**src/rtl/ifq_pkg.sv**
```systemverilog
// ifq_pkg: shared types and defaults for the fetch-to-decode instruction queue.
//   ifq_entry_t        : one queued fetch result {pc, inst, jump}
//   IFQ_DEPTH_DEFAULT  : default number of queue entries
package ifq_pkg;

    localparam int IFQ_DEPTH_DEFAULT = 4;

    typedef struct packed {
        logic [31:0] pc;
        logic [31:0] inst;
        logic        jump;
    } ifq_entry_t;

endpackage

```
**src/rtl/ifq_ram.sv**
```systemverilog
// ifq_ram: DEPTH x ifq_entry_t register file, one synchronous write port and
// one asynchronous read port. The data array has no reset; validity is tracked
// by the queue pointers in if_queue.
// Ports:
//   clk   : clock
//   we    : write enable
//   waddr : write address
//   wdata : write data
//   raddr : read address
//   rdata : read data (combinational from raddr)
module ifq_ram
    import ifq_pkg::*;
#(
    parameter int DEPTH = IFQ_DEPTH_DEFAULT,
    parameter int PTR_W = $clog2(DEPTH)
) (
    input  logic             clk,
    input  logic             we,
    input  logic [PTR_W-1:0] waddr,
    input  ifq_entry_t       wdata,
    input  logic [PTR_W-1:0] raddr,
    output ifq_entry_t       rdata
);

    ifq_entry_t mem [DEPTH];

    always_ff @(posedge clk) begin
        if (we) begin
            mem[waddr] <= wdata;
        end
    end

    assign rdata = mem[raddr];

endmodule

```
**src/rtl/if_queue.sv**
```systemverilog
// if_queue: in-order queue between the IM response path and the decode stage.
// Holds fetched {pc, inst, jump} entries, presents the head to decode with an
// IF_valid/DC_ready handshake, hands out request credits to fetch and, on
// mispredict, flushes all entries and drops every IM response still in flight.
//
// Optional feature macro: IFQ_BYPASS_EN -- when defined, an accepted response
// arriving at an empty queue is presented to decode in the same cycle.
//
// Ports:
//   clk, rst           : clock, asynchronous active-low reset
//   fetch_req_fire     : fetch issued an IM request this cycle
//   ifq_req_ready      : fetch may issue a request (count + outstanding < DEPTH)
//   im_resp_valid/pc/inst/jump : IM response
//   IF_valid, DC_in_pc/inst/jump : head entry to decode (zeros when empty)
//   DC_ready           : decode accepts the head this cycle
//   mispredict         : flush request
//   ifq_count          : current occupancy
module if_queue
    import ifq_pkg::*;
#(
    parameter int DEPTH = IFQ_DEPTH_DEFAULT,
    parameter int CNT_W = $clog2(DEPTH) + 1
) (
    input  logic             clk,
    input  logic             rst,
    input  logic             fetch_req_fire,
    output logic             ifq_req_ready,
    input  logic             im_resp_valid,
    input  logic [31:0]      im_resp_pc,
    input  logic [31:0]      im_resp_inst,
    input  logic             im_resp_jump,
    output logic             IF_valid,
    output logic [31:0]      DC_in_pc,
    output logic [31:0]      DC_in_inst,
    output logic             DC_in_jump,
    input  logic             DC_ready,
    input  logic             mispredict,
    output logic [CNT_W-1:0] ifq_count
);

    localparam int PTR_W = $clog2(DEPTH);

    logic [PTR_W-1:0] head, head_next;
    logic [PTR_W-1:0] tail, tail_next;
    logic [CNT_W-1:0] count, count_next;
    logic [CNT_W-1:0] outstanding, outstanding_next;
    logic [CNT_W-1:0] drop_cnt, drop_next;

    logic       empty;
    logic       acc;
    logic       byp;
    logic       deq;
    logic       pop;
    logic       wr_en;
    logic [CNT_W:0] credit_used;

    ifq_entry_t wr_entry;
    ifq_entry_t rd_entry;
    ifq_entry_t head_entry;

    assign empty = (count == '0);

    // Responses are only stored once every stale in-flight response is drained,
    // and never in the flush cycle itself.
    assign acc = im_resp_valid && (drop_cnt == '0) && !mispredict;

`ifdef IFQ_BYPASS_EN
    assign byp = empty && acc;
`else
    assign byp = 1'b0;
`endif

    assign IF_valid = !empty || byp;
    assign deq      = IF_valid && DC_ready;
    // A bypassed response consumed by decode never touches the storage.
    assign pop      = deq && !empty;
    assign wr_en    = acc && !(byp && DC_ready);

    assign wr_entry.pc   = im_resp_pc;
    assign wr_entry.inst = im_resp_inst;
    assign wr_entry.jump = im_resp_jump;

    ifq_ram #(
        .DEPTH (DEPTH),
        .PTR_W (PTR_W)
    ) u_ram (
        .clk   (clk),
        .we    (wr_en),
        .waddr (tail),
        .wdata (wr_entry),
        .raddr (head),
        .rdata (rd_entry)
    );

    always_comb begin
        head_entry = '0;
        if (!empty) begin
            head_entry = rd_entry;
        end else if (byp) begin
            head_entry = wr_entry;
        end
    end

    assign DC_in_pc   = head_entry.pc;
    assign DC_in_inst = head_entry.inst;
    assign DC_in_jump = head_entry.jump;

    // Credits depend on registered state only; the extra bit keeps the sum exact.
    assign credit_used   = {1'b0, count} + {1'b0, outstanding};
    assign ifq_req_ready = credit_used < (CNT_W + 1)'(DEPTH);
    assign ifq_count     = count;

    always_comb begin
        outstanding_next = outstanding + CNT_W'(fetch_req_fire) - CNT_W'(im_resp_valid);
        head_next        = head;
        tail_next        = tail;
        count_next       = count;
        drop_next        = drop_cnt;
        if (mispredict) begin
            head_next  = '0;
            tail_next  = '0;
            count_next = '0;
            // Everything still in flight after this edge belongs to the wrong path.
            drop_next  = outstanding_next;
        end else begin
            if (pop) begin
                head_next = head + PTR_W'(1);
            end
            if (wr_en) begin
                tail_next = tail + PTR_W'(1);
            end
            count_next = count + CNT_W'(wr_en) - CNT_W'(pop);
            if (im_resp_valid && (drop_cnt != '0)) begin
                drop_next = drop_cnt - CNT_W'(1);
            end
        end
    end

    always_ff @(posedge clk or negedge rst) begin
        if (!rst) begin
            head        <= '0;
            tail        <= '0;
            count       <= '0;
            outstanding <= '0;
            drop_cnt    <= '0;
        end else begin
            head        <= head_next;
            tail        <= tail_next;
            count       <= count_next;
            outstanding <= outstanding_next;
            drop_cnt    <= drop_next;
        end
    end

endmodule
```
**config.mk**
```make
export PLATFORM = sky130hd
export DESIGN_NAME = if_queue
export DESIGN_NICKNAME = d
export VERILOG_FILES = /design/src/rtl/ifq_pkg.sv /design/src/rtl/ifq_ram.sv /design/src/rtl/if_queue.sv
export SDC_FILE = /design/constraint.sdc
export NUM_CORES = 1
export LEC_CHECK = 0
export CAP_MARGIN = 20
export CORE_UTILIZATION = 55
export CTS_BUF_LIST = sky130_fd_sc_hd__clkbuf_4
export DETAILED_ROUTE_END_ITERATION = 10
export PLACE_DENSITY = 0.8
export SETUP_SLACK_MARGIN = 0.5
export SYNTH_ARGS = -nofsm -noshare
export SYNTH_HDL_FRONTEND = slang
export SYNTH_HIERARCHICAL = 1
export SYNTH_SLANG_ARGS = --single-unit
```
**constraint.sdc**
```tcl
create_clock -name clk -period 11.3 [get_ports clk]
set_input_delay 1.695 -clock clk [delete_from_list [all_inputs] [get_ports clk]]
set_output_delay 1.695 -clock clk [all_outputs]
set_load 0.1 [all_outputs]
```
==> run_results.csv, run 1 <==
group,metric,value,unit
final_layout,syn_to_final_growth,23.0,%
setup_path,critPathTopFamily,"buffers and inverters",
grt,grt_overflow_total,0,
setup_path,required,9.61,ns
grt,grt-busiest-layer,"met2",
clock_network,cts_resized,0,
grt,antenna_found_initial,0,
synthesis,synth_common_cells,"edfxtp_1, and2_1, mux4_2, dfrtp_1, inv_1",
synthesis,muxShareOfSynthArea,13.7,%
final_layout,drive_gt1_share,25.8,%
setup_path,r2r-end,"ifq_count[2]$_DFF_PN0_",
setup_path,crit_end,"DC_in_inst[16]",
job,drv_cap,0,
setup_path,reg2reg_depth,9,
setup_path,regToRegSetupSlack,8.58,ns
floorplanning,initial_utilization,56.7,%
final_layout,fill_cells,1203,
grt,grt_first_pass_wirelength,31100,um
setup_path,cpMaxStageDelayCell,"clkdlybuf4s50_1",
floorplanning,core,0.0188,mm2
synthesis,syn_nets,569,
sta,hold_viol_final,0,
synthesis,synth-compound-area-share,0.504,%
sta,fin_setup_tns,0,ns
sta,rsz0062_at_grt,"no",
clock_network,clkLatencyLatePin,0.64,ns
setup_path,crit_start,"head[0]$_DFFE_PN0P_",
synthesis,synthSimpleGateAreaFrac,5.41,%
sta,relSlewSlack,30.0,%
synthesis,synth_top_area_cell,"edfxtp_1",
sta,tightest_slew,1.05,ns
final_layout,multi_input_area,0.00231,mm2
synthesis,synth_cell_type_count,33,
floorplanning,fp.dieW,141,um
floorplanning,die_area,0.0200,mm2
synthesis,synth_edf_count,260,
clock_network,clock_path_buffers,3,
setup_path,crit_type,"register to output port",
worst_hold_path,hp-start,"drop_cnt[0]$_DFFE_PN0P_",
grt,grt_usage,21.0,%
placement,portBuffers,140,
detailed_routing,vias_per_cell,5.45,
sta,max_freq,177,MHz
sta,clock_skew,0.0331,ns
setup_path,worst_ep_arrival_time,3.97,ns
synthesis,ys_dominant_reg_cell,"edfxtp_1",
synthesis,yosysWarnings,6,
grt,gr-usage-met1,25.4,%
setup_path,path_depth,4,
final_layout,antennaDiodeCount,0,
grt,grt_use_met3,6.68,%
setup_path,max_stage_delay,0.97,ns
detailed_routing,wl_per_cell,19.9,um
setup_path,crit_chain,"buf_4, mux4_2, and2_1, clkdlybuf4s50_1",
sta,finalCritPeriodShare,50.1,%
synthesis,synth_top_family_by_area,"multiplexers",
clock_network,clk_pin_slew,0.07,ns
detailed_routing,ant_nets,0,
sta,setup_viol,0,
setup_path,path_buf_inv,2,
grt,use_met2,35.4,%
synthesis,async_flop_share,4.76,%
synthesis,synth_area,0.0107,mm2
final_layout,fin_nets,762,
detailed_routing,drc_errors,0,
placement,globalplace.congestion,0.692,
grt,grt_max_degree,69,
clock_network,cts_root_buf,"clkbuf_4",
clock_network,cts.sinks,273,
grt,grt_pass1_vias,6017,
sta,fin_crit,5.66,ns
clock_network,cts_tree,"built",
clock_network,post_cts.repair.setup_buffers,0,
synthesis,synth-seq-area-share,76.2,%
floorplanning,die_h,141,um
synthesis,synth_area_leaders,"edfxtp_1, mux4_2, and2_1",
final_layout,regArea,0.00814,mm2
synthesis,synth_xor_area_share,0.575,%
detailed_routing,drt-pass1-iter-count,4,
setup_path,rr_startpoint,"ifq_count[1]$_DFF_PN0_",
setup_path,startpoint_type,"register",
clock_network,h-tree-depth,3,
status,status,"complete, no violations",
synthesis,synth.most_common_cell,"edfxtp_1",
synthesis,synth-seq-cells,273,
worst_hold_path,hp-class,"register to register",
floorplanning,io_pins,141,
synthesis,synth_fa_ha_area_share,1.31,%
setup_path,endpoint_kind,"output port",
clock_network,cts_buffers,69,
synthesis,syn_area_per_cell,21.9,um2
placement,dpl.hpwl,11100,um
detailed_routing,vias,5354,
synthesis,postSynthCellCount,488,
detailed_routing,wirelength,19600,um
sta,final_max_slew_viol_count,0,
setup_path,cp_max_fo,35,
synthesis,synth_top_area_share,73.2,%
floorplanning,num_rows,50,
detailed_routing,first_iter_violations,302,
clock_network,postCtsHoldBufs,0,
==> through the flow <==
| stage | hold WS [ns] | cell area, um2 | std cells | setup WS (ns) | utilization, % |
|---|---|---|---|---|---|
| 2_1_floorplan | 0.519 | 10700 | 488 | 3.68 | - |
| 3_3_place_gp | 0.552 | 12200 | 868 | 6.17 | 65.0 |
| 3_5_place_dp | 0.605 | 12300 | 870 | 6.18 | 65.2 |
| 4_1_cts | 0.615 | 13100 | 982 | 5.45 | 69.7 |
| 5_1_grt | 0.666 | 13100 | 982 | 5.30 | 69.7 |
| 6_report | 0.607 | 13100 | 982 | 5.64 | 69.7 |
==> per-layer routing <==
metal	up-vias	wire length [um]
met5	-	0
met3	30	1320
met4	0	334
li1	2385	-
met1	2747	7850
met2	192	10100
==> worst min-delay path by stage <==
stage                                          to  slack [ns]  depth (start not counted)
after global placement    drop_cnt[1]$_DFFE_PN0P_        0.55                          2
after detailed placement  drop_cnt[0]$_DFFE_PN0P_        0.60                          3
final                     drop_cnt[0]$_DFFE_PN0P_        0.61                          3
after global routing      drop_cnt[0]$_DFFE_PN0P_        0.67                          3
after floorplan               head[1]$_DFFE_PN0P_        0.52                          2
after CTS                 drop_cnt[0]$_DFFE_PN0P_        0.62                          3
==> cells in the final DEF, fill, tap and decap left out, types with 4 or more instances in the layout <==
| cell | count |
|---|---|
| and2_1 | 65 |
| clkdlybuf4s50_1 | 140 |
| clkbuf_4 | 103 |
| inv_1 | 9 |
| clkinv_1 | 6 |
| dfrtp_1 | 11 |
| edfxtp_1 | 260 |
| xor2_1 | 4 |
| ha_1 | 8 |
| mux4_2 | 65 |
| nor2_1 | 8 |
==> area by class of cell <==
class / count / share of cell area (%)
clock buffers: 103 / 5.89
clock inverters: 9 / 0.486
inverters: 9 / 0.257
multi-input cells: 183 / 17.6
flip-flops and latches: 273 / 62.0
well taps: 260 / 2.48
repair buffers: 145 / 11.2
==> state kept, by name, summed over array words and instances, names as in the netlist <==
signal       count
tail             2
ifq_count        3
u_ram/mem      260
outstanding      3
head             2
drop_cnt         3
==> logic make-up (layout without fill, tap and decap cells) <==
kind of cell    after synthesis  in the layout
fa+ha+maj                    10             10
simple gates                 94             94
flops                       273            273
compound gates                7              7
xor+xnor                      7              7
mux                          65             65
buf+inv                      32            266
==> tightest hold or removal path, cell delays in order (launching register included) <==
cell     delay [ns]
dfrtp_1        0.35
nor2_1         0.05
nand3_1        0.07
nand3_1        0.08
Power of run 1 is left out: the tool's default activity adds up to more than one toggle a clock period on the data nets, which glitch-free logic cannot reach.
==> inputs of run 2 (changes only) <==
--- a/config.mk
+++ b/config.mk
@@ -6,10 +6,10 @@
 export NUM_CORES = 1
 export LEC_CHECK = 0
 export CAP_MARGIN = 20
-export CORE_UTILIZATION = 55
+export CORE_UTILIZATION = 51
 export CTS_BUF_LIST = sky130_fd_sc_hd__clkbuf_4
 export DETAILED_ROUTE_END_ITERATION = 10
-export PLACE_DENSITY = 0.8
+export PLACE_DENSITY = 0.78
 export SETUP_SLACK_MARGIN = 0.5
 export SYNTH_ARGS = -nofsm -noshare
 export SYNTH_HDL_FRONTEND = slang
==> constraint.sdc (replaced) <==
create_clock -name clk -period 4.69 [get_ports clk]
set_input_delay 0.7035 -clock clk [delete_from_list [all_inputs] [get_ports clk]]
set_output_delay 0.7035 -clock clk [all_outputs]
set_load 0.1 [all_outputs]
==> run 2 against run 1 <==
Die area rose by 7.7%. Non-clock buffer count rose by 3. Worst hold slack got worse by 0.17 ns. Register-to-register slack got worse by 6.7 ns. Utilization fell by 4.8 points. Worst setup slack got worse by 4.9 ns. Final cell count rose by 2.1%.
==> run_results.csv, run 2 (synthesis gave the netlist of run 1 again) <==
group,metric,value,unit
detailed_routing,vias,5392,
floorplanning,die_area,0.0215,mm2
clock_network,cts_buffers,69,
clock_network,cts_tree,"built",
setup_path,worst_ep_arrival_time,3.28,ns
clock_network,clkLatencyLatePin,0.65,ns
detailed_routing,met3_length,1110,um
sta,setup_viol,0,
setup_path,startpoint_type,"register",
setup_path,required,3.99,ns
detailed_routing,wl_per_cell,19.9,um
final_layout,largest_register,"u_ram/mem",
floorplanning,die_h,147,um
status,status,"complete, no violations",
placement,placed_cells,882,
setup_path,endpoint_kind,"output port",
detailed_routing,top_layer,"met4",
placement,dpl.hpwl,11200,um
placement,post-place-ws,1.15,ns
sta,fin_setup_tns,0,ns
sta,finalCritPeriodShare,85.0,%
worst_hold_path,hp-class,"input pin to async pin",
final_layout,fill_cells,1322,
clock_network,postCtsHoldBufs,0,
sta,finalWorstSetupSlack,0.702,ns
floorplanning,io_pins,141,
sta,final_max_slew_viol_count,0,
detailed_routing,vias_per_cell,5.38,
final_layout,final_cell_mix,"edfxtp_1, clkdlybuf4s50_1, clkbuf_4",
detailed_routing,drc_errors,0,
detailed_routing,wl_met2,10700,um
sta,tightest_slew,1.06,ns
sta,hold_viol_final,0,
clock_network,cts_root_buf,"clkbuf_4",
detailed_routing,first_iter_violations,358,
placement,portBuffers,140,
sta,max_freq,251,MHz
sta,rsz0062_at_grt,"no",
sta,fin_crit,3.99,ns
clock_network,h-tree-depth,3,
grt,grt_max_degree,69,
final_layout,multi_input_area,0.00233,mm2
job,drv_cap,0,
clock_network,cts.sinks,273,
floorplanning,core,0.0204,mm2
detailed_routing,drt-pass1-iter-count,4,
final_layout,fin_nets,765,
grt,grt_usage,20.0,%
grt,grt_overflow_total,0,
clock_network,clk_pin_slew,0.07,ns
final_layout,largest_reg_flops,260,
grt,grt_first_pass_wirelength,32100,um
floorplanning,initial_utilization,52.4,%
grt,grt_pass1_vias,6062,
setup_path,cp_max_fo,29,
final_layout,drive_gt1_share,26.5,%
sta,relSlewSlack,29.6,%
clock_network,clock_path_buffers,3,
final_layout,instances_no_fill,1003,
detailed_routing,ant_nets,0,
placement,globalplace.congestion,0.740,
detailed_routing,m1WireLength,7840,um
sta,clock_skew,0.0264,ns
final_layout,regArea,0.00814,mm2
floorplanning,num_rows,52,
floorplanning,fp.dieW,147,um
grt,antenna_found_initial,1,
setup_path,crit_type,"register to output port",
final_layout,final_common_cell,"edfxtp_1",
final_layout,syn_to_final_growth,23.8,%
detailed_routing,wirelength,20000,um
-- run 2: cell types whose count changed in the layout (fill, tap and decap cells not counted), sizes merged --
cell and delta:
bufinv +1, diode +1, inv +2, clkbuf -5
clkinvlp +1, clkdlybuf4s50 -5, clkinv +8, buf +6
dlymetal6s2s +2
-- run 2: worst paths after layout --
kind | startpoint | to | slack [ns] | depth (start not counted)
worst max-delay path | head[0]$_DFFE_PN0P_ | DC_in_pc[21] | 0.70 | 4
worst min-delay path | rst | head[0]$_DFFE_PN0P_ | 0.44 | 1
worst max register to register | ifq_count[1]$_DFF_PN0_ | ifq_count[2]$_DFF_PN0_ | 1.91 | 9
worst min register to register | drop_cnt[0]$_DFFE_PN0P_ | drop_cnt[0]$_DFFE_PN0P_ | 0.59 | 3
max in group asynchronous | rst | head[1]$_DFFE_PN0P_ | 3.80 | 1
min in group clk | drop_cnt[0]$_DFFE_PN0P_ | drop_cnt[0]$_DFFE_PN0P_ | 0.59 | 3
-- run 2: final cells by class --
class | instances | share of cell area, %
diodes | 1 | 0.0189
clock buffers | 98 | 5.57
clock inverters | 21 | 1.07
inverters | 9 | 0.256
multi-input cells | 183 | 17.6
flip-flops and latches | 273 | 61.6
well taps | 270 | 2.56
repair buffers | 148 | 11.3
-- run 2: timing repair --
item                       4_1_cts  5_1_grt
setup endpoints to repair       22        2
buffers inserted                 1        0
gates resized for setup          0        2
-- run 2: per-layer routing --
metal | up-vias | GRT usage, %
li1 | 2395 | -
met1 | 2796 | 23.4
met2 | 167 | 34.4
met3 | 34 | 6.09
met4 | 0 | 7.97
met5 | - | 0
-- run 2: stage by stage --
| step | util [%] | instance area, um2 | hold WS, ns |
|---|---|---|---|
| 2_1_floorplan | - | 10700 | 0.408 |
| 3_3_place_gp | 60.4 | 12300 | 0.545 |
| 3_5_place_dp | 60.4 | 12300 | 0.572 |
| 4_1_cts | 64.9 | 13200 | 0.400 |
| 5_1_grt | 64.9 | 13200 | 0.428 |
| 6_report | 64.9 | 13200 | 0.442 |
-- run 2: worst max-delay path, cell delays in order, from the launching register on --
cell and delay (ns):
dfrtp_4 0.43, buf_4 0.47, mux4_2 0.59, and2_1 0.16
clkdlybuf4s50_1 0.97
Power of run 2 is left out for the same reason.
==> inputs of run 3 (changes only) <==
--- a/config.mk
+++ b/config.mk
@@ -11,6 +11,7 @@
 export DETAILED_ROUTE_END_ITERATION = 10
 export PLACE_DENSITY = 0.78
 export SETUP_SLACK_MARGIN = 0.5
+export SLEW_MARGIN = 10
 export SYNTH_ARGS = -nofsm -noshare
 export SYNTH_HDL_FRONTEND = slang
 export SYNTH_HIERARCHICAL = 1
==> results of run 3 <==
Same layout as run 2: the final DEF is identical, and so are final timing and power.
Power of run 3 is left out for the same reason.
==> variant 1 (config.mk and constraints of run 3) <==
Reset style: synchronous (`rst`), changed in one clocked block. Comments in the files are not updated.
--- a/src/rtl/if_queue.sv
+++ b/src/rtl/if_queue.sv
@@ -136,7 +136,7 @@
         end
     end
 
-    always_ff @(posedge clk or negedge rst) begin
+    always_ff @(posedge clk) begin
         if (!rst) begin
             head        <= '0;
             tail        <= '0;
Check against the original RTL: differs if rst is asserted again (counterexample within 4 cycles, from zero or initial values and one cycle with rst low); with rst held inactive, the same outputs for 4 cycles.
==> variant 1 against run 3 <==
Setup slack improved by 0.022 ns; sequential cell count unchanged; area after synthesis fell by 0.22%; highest routed layer unchanged; critical path type unchanged; design area is 0.42% lower; critical path depth decreased by 1; cell count is the same; wire length shrank 1.3%.
==> variant 1: results <==
metrics = {
    "outcome": {
        "status": "finished clean",
    },
    "timing": {
        "timing.hold.ws_ns": 0.5788,
        "tightest_slew_ns": 1.022,
        "skew_ns": 0.02572,
        "min_period_over_period_pct": 84.56,
    },
    "worst_setup_path": {
        "worstPathMaxFanout": 66,
        "critPathMaxStageDelay_ns": 1.16,
        "reg2reg_slack_ns": 2.18,
    },
    "detailed_routing": {
        "wl_per_cell_um": 19.70,
        "drt_iter0_drc": 260,
        "vias": 5329,
    },
    "clocking": {
        "cts_buffers": 68,
        "htree_levels": 3,
        "clkLatencyLatePin_ns": 0.63,
    },
    "global_route": {
        "grt_usage_pct": 19.41,
        "grt_pass1_wl_um": 31170,
        "antenna_found_initial": 0,
        "grt_pass1_vias": 6020,
        "grt_max_degree": 67,
    },
    "synthesis": {
        "yosys-top-cells-area": "edfxtp_1 73%, mux4_2 14%, and2_1 4.0%",
        "synthesis.nets": 573,
        "netlist_top_cells_count": "260 x edfxtp_1, 68 x and2_1, 65 x mux4_2, 14 x inv_1, 13 x dfxtp_1",
        "yosysSeqAreaShare_pct": 75.77,
        "ys_types": 35,
        "async_reset_ff_share_pct": 0,
    },
    "cells_and_area": {
        "drive_gt1_share_pct": 25.51,
        "nets": 770,
        "antenna_cells": 0,
    },
    "place": {
        "dp_hpwl_um": 11290,
        "pre_cts_slack_ns": 1.117,
        "place.gp.congestion": 0.7376,
    },
    "worst_hold_path": {
        "hold_path.class": "reg2reg",
    },
    "power": {
        "ir_worst_vdd_v": 0.0003113,
    },
}
[variant 1: changes by cell type after synthesis, moves of 3 or more]
cell	before	now
dfrtp_1	13	0
dfxtp_1	0	13
inv_1	9	14
and2_1	65	68
clkbuf_1	7	4
[variant 1: per-stage QoR]
stage               cell area, um^2  util, %  power, W  cells
floorplan                     10670        -  0.003448    492
CTS                           13070    64.20  0.005548   1002
finish                        13160    64.62  0.005471   1003
global route                  13160    64.62  0.005708   1003
global placement              12280    60.29  0.003666    888
detailed placement            12280    60.29  0.003690    888
[variant 1: critical path: cells and delay by family, from the launching register on]
family	cells	cell delay, ns
AND/OR/NAND/NOR	2	0.94
flip-flops	1	0.53
buffers and inverters	1	1.16
[variant 1: kinds of logic after synthesis]
family	count (synthesis)	share of synthesized area, %
adder cells (fa/ha/maj)	10	1.316
flip-flops	273	75.77
AO/OA/AOI/OAI	11	0.7991
AND/OR/NAND/NOR	91	5.311
XOR/XNOR	6	0.4936
multiplexers	65	13.75
buffers and inverters	36	2.562
[variant 1: cell type report]
cell class                      count  area [um^2]
Multi-Input combinational cell    183         2337
Clock inverter                     19        101.3
Sequential cell                   273         8075
Fill cell                        1415         7206
Inverter                           14        52.55
Tap cell                          270        337.8
Clock buffer                       95        713.2
Timing Repair Buffer              149         1541
[variant 1: power by group through the flow]
| stage | clock network [W] | registers (W) | logic (W) |
|---|---|---|---|
| 2_1_floorplan | 0 | 0.00282 | 0.000626 |
| 3_3_place_gp | 0 | 0.00281 | 0.000851 |
| 3_5_place_dp | 0 | 0.00282 | 0.000869 |
| 4_1_cts | 0.00192 | 0.00277 | 0.000863 |
| 5_1_grt | 0.00204 | 0.00277 | 0.000897 |
| 6_report | 0.00185 | 0.00277 | 0.000854 |
[variant 1: repair_timing]
item | 4_1_cts | 5_1_grt
endpoints found under the setup margin | 14 | 27
setup buffers | 0 | 1
pin swaps | 0 | 0
gates resized for setup | 14 | 26
cloned | 0 | 0
[variant 1: per-layer routing]
metal	routed length [um]	track usage (%)
met4	347	7.760
met5	0	0
met1	8034	23.22
met3	1115	5.406
met2	10260	33.38
[variant 1: worst paths after layout]
kind                       startpoint                        to  cells past startpoint
max reg2reg  drop_cnt[0]$_SDFFE_PN0P_   ifq_count[2]$_SDFF_PP0_                     12
min reg2reg  drop_cnt[1]$_SDFFE_PN0P_  drop_cnt[1]$_SDFFE_PN0P_                      2
max           ifq_count[1]$_SDFF_PP0_             DC_in_inst[3]                      3
min          drop_cnt[1]$_SDFFE_PN0P_  drop_cnt[1]$_SDFFE_PN0P_                      2
==> variant 2 (config.mk and constraints of run 3) <==
Without the edit above. `IFQ_DEPTH_DEFAULT`: 4 -> 8.
--- a/src/rtl/ifq_pkg.sv
+++ b/src/rtl/ifq_pkg.sv
@@ -3,7 +3,7 @@
 //   IFQ_DEPTH_DEFAULT  : default number of queue entries
 package ifq_pkg;
 
-    localparam int IFQ_DEPTH_DEFAULT = 4;
+    localparam int IFQ_DEPTH_DEFAULT = 8;
 
     typedef struct packed {
         logic [31:0] pc;
Interface: changed (resized ifq_count); port bits go from 141 to 142. The function was not compared with the original's and may differ.
==> variant 2 against run 3 <==
Clock skew grew 0.0057 ns; largest cell class unchanged; highest routed layer is now met5; area after synthesis grew 98%; utilization shrank 4.1 points; design area grew 88%; critical path depth grew 1; sequential cell count grew 265; setup slack gained 0.036 ns; critical endpoint is now DC_in_pc[2]; wire length grew 100%.
==> variant 2: results <==
metrics = {
    "place": {
        "io_buffers": 141,
        "place_inst": 1600,
        "dp_hpwl_um": 22830,
        "place.gp.congestion": 0.7330,
    },
    "synthesis": {
        "yosys_warnings": 6,
        "yosys-top-cells-area": "edfxtp_1 74%, mux4_2 14%, mux2_2 3.5%",
        "netlist_instances": 953,
        "synthesis.nets": 1042,
        "ys_types": 41,
        "async_reset_ff_share_pct": 3.346,
        "synth_edf_count": 520,
        "yosysSeqAreaShare_pct": 75.84,
        "netlist_top_cells_count": "520 x edfxtp_1, 130 x mux4_2, 66 x mux2_2, 65 x and2_1, 20 x inv_1",
    },
    "clocking": {
        "htree_levels": 4,
        "clkLatencyLatePin_ns": 0.78,
        "clockBufferDepth": 3,
        "cts_root_buf": "clkbuf_4",
        "cts_buffers": 138,
        "cts.clk_slew.worst_paths_ns": 0.07,
    },
    "detailed_routing": {
        "firstDrtPassIters": 6,
        "drt_iter0_drc": 673,
        "wl_per_cell_um": 22.28,
        "via_per_inst": 5.583,
    },
    "cells_and_area": {
        "drive_gt1_share_pct": 38.41,
        "nets": 1297,
        "stdcell_count": 1833,
        "largest_register_ffs": 520,
        "top_register": "u_ram/mem",
        "fillers": 2874,
    },
    "timing": {
        "max_slew_margin_pct": 34.57,
        "skew_ns": 0.03206,
    },
    "global_route": {
        "grt_usage_pct": 20.39,
        "antenna_found_initial": 3,
        "met3_usage_pct": 4.704,
        "grt_pass1_wl_um": 62910,
        "grt_pass1_vias": 11060,
        "grtUsageMet1_pct": 27.25,
        "grt_util_met2_pct": 33.15,
        "grt_max_degree": 66,
    },
    "outcome": {
        "status": "finished clean",
    },
    "power": {
        "p_leak_nw": 8.123,
        "ir_worst_vdd_v": 0.0005962,
    },
    "worst_hold_path": {
        "hold_path.class": "in2async",
    },
    "worst_setup_path": {
        "worstPathMaxFanout": 55,
        "cp_data_arrival_time_ns": 3.25,
    },
}
-- variant 2: cell count changes after synthesis, sizes merged, moves of 6 or more --
cell    delta
buf       +12
inv       +12
mux4      +65
ha         +8
edfxtp   +260
a21oi      +6
mux2      +67
nand2      +7
clkbuf    +10
-- variant 2: worst paths after layout --
path | to | from | depth (start not counted) | slack, ns
max | DC_in_pc[2] | head[2]$_DFFE_PN0P_ | 5 | 0.74
max reg2reg | u_ram/mem[0][34]$_DFFE_PP_ | drop_cnt[0]$_DFFE_PN0P_ | 8 | 2.03
max in group asynchronous | head[1]$_DFFE_PN0P_ | rst | 1 | 3.61
min in group clk | outstanding[0]$_DFF_PN0_ | fetch_req_fire | 2 | 0.59
min reg2reg | tail[2]$_DFFE_PN0P_ | tail[2]$_DFFE_PN0P_ | 2 | 0.60
min | ifq_count[2]$_DFF_PN0_ | rst | 1 | 0.43
-- variant 2: logic make-up after synthesis --
logic type | Yosys count | share of synthesized area [%]
and+or+nand+nor | 107 | 3.030
buffers and inverters | 66 | 1.624
adders and majority gates | 18 | 1.134
xor gates and xnor gates | 5 | 0.2067
muxes | 197 | 17.38
AOI/OAI and AO/OA | 22 | 0.7796
DFF | 538 | 75.84
-- variant 2: where the power goes --
group / switching (W) / internal, W
combinational: 0.00354 / 0.00139
clock: 0.00176 / 0.00211
sequential: 0.000115 / 0.00535
total: 0.00541 / 0.00886
-- variant 2: stage by stage --
stage	hold WS (ns)	instance area [um^2]	setup WS, ns	total power, W
after floorplan	0.4079	21200	0.2381	0.009575
after global placement	0.5750	23140	1.297	0.01054
after detailed placement	0.5806	23140	1.253	0.01057
after CTS	0.3535	24850	0.5352	0.01446
after global routing	0.3910	24870	0.4963	0.01488
final	0.4331	24870	0.7380	0.01427
-- variant 2: area by class of cell --
cell class              instances  area, um^2  area share [%]
diodes                          2       5.005         0.02012
clock buffers                 186        1396           5.615
clock inverters                45       319.1           1.283
inverters                      21       78.83          0.3170
multi-input cells             349        4847           19.49
flip-flops and latches        538       16080           64.65
well taps                     532       665.6           2.677
repair buffers                160        1480           5.952
-- variant 2: worst max-delay path, stage by stage (launching register included) --
cell     delay (ns)
dfrtp_4        0.86
buf_12         0.38
mux4_2         0.37
mux2_2         0.28
and2_1         0.22
buf_4          0.27
-- variant 2: metal layers --
layer	vias up	share of wire [%]
li1	4526	-
met1	5299	42
met2	342	51
met3	64	5.8
met4	2	1.6
met5	-	0.029
-- variant 2: timing repair --
action | 4_1_cts | 5_1_grt
endpoints found under the setup margin | 5 | 12
setup buffers | 0 | 0
resized for setup | 5 | 3
gates cloned | 0 | 0
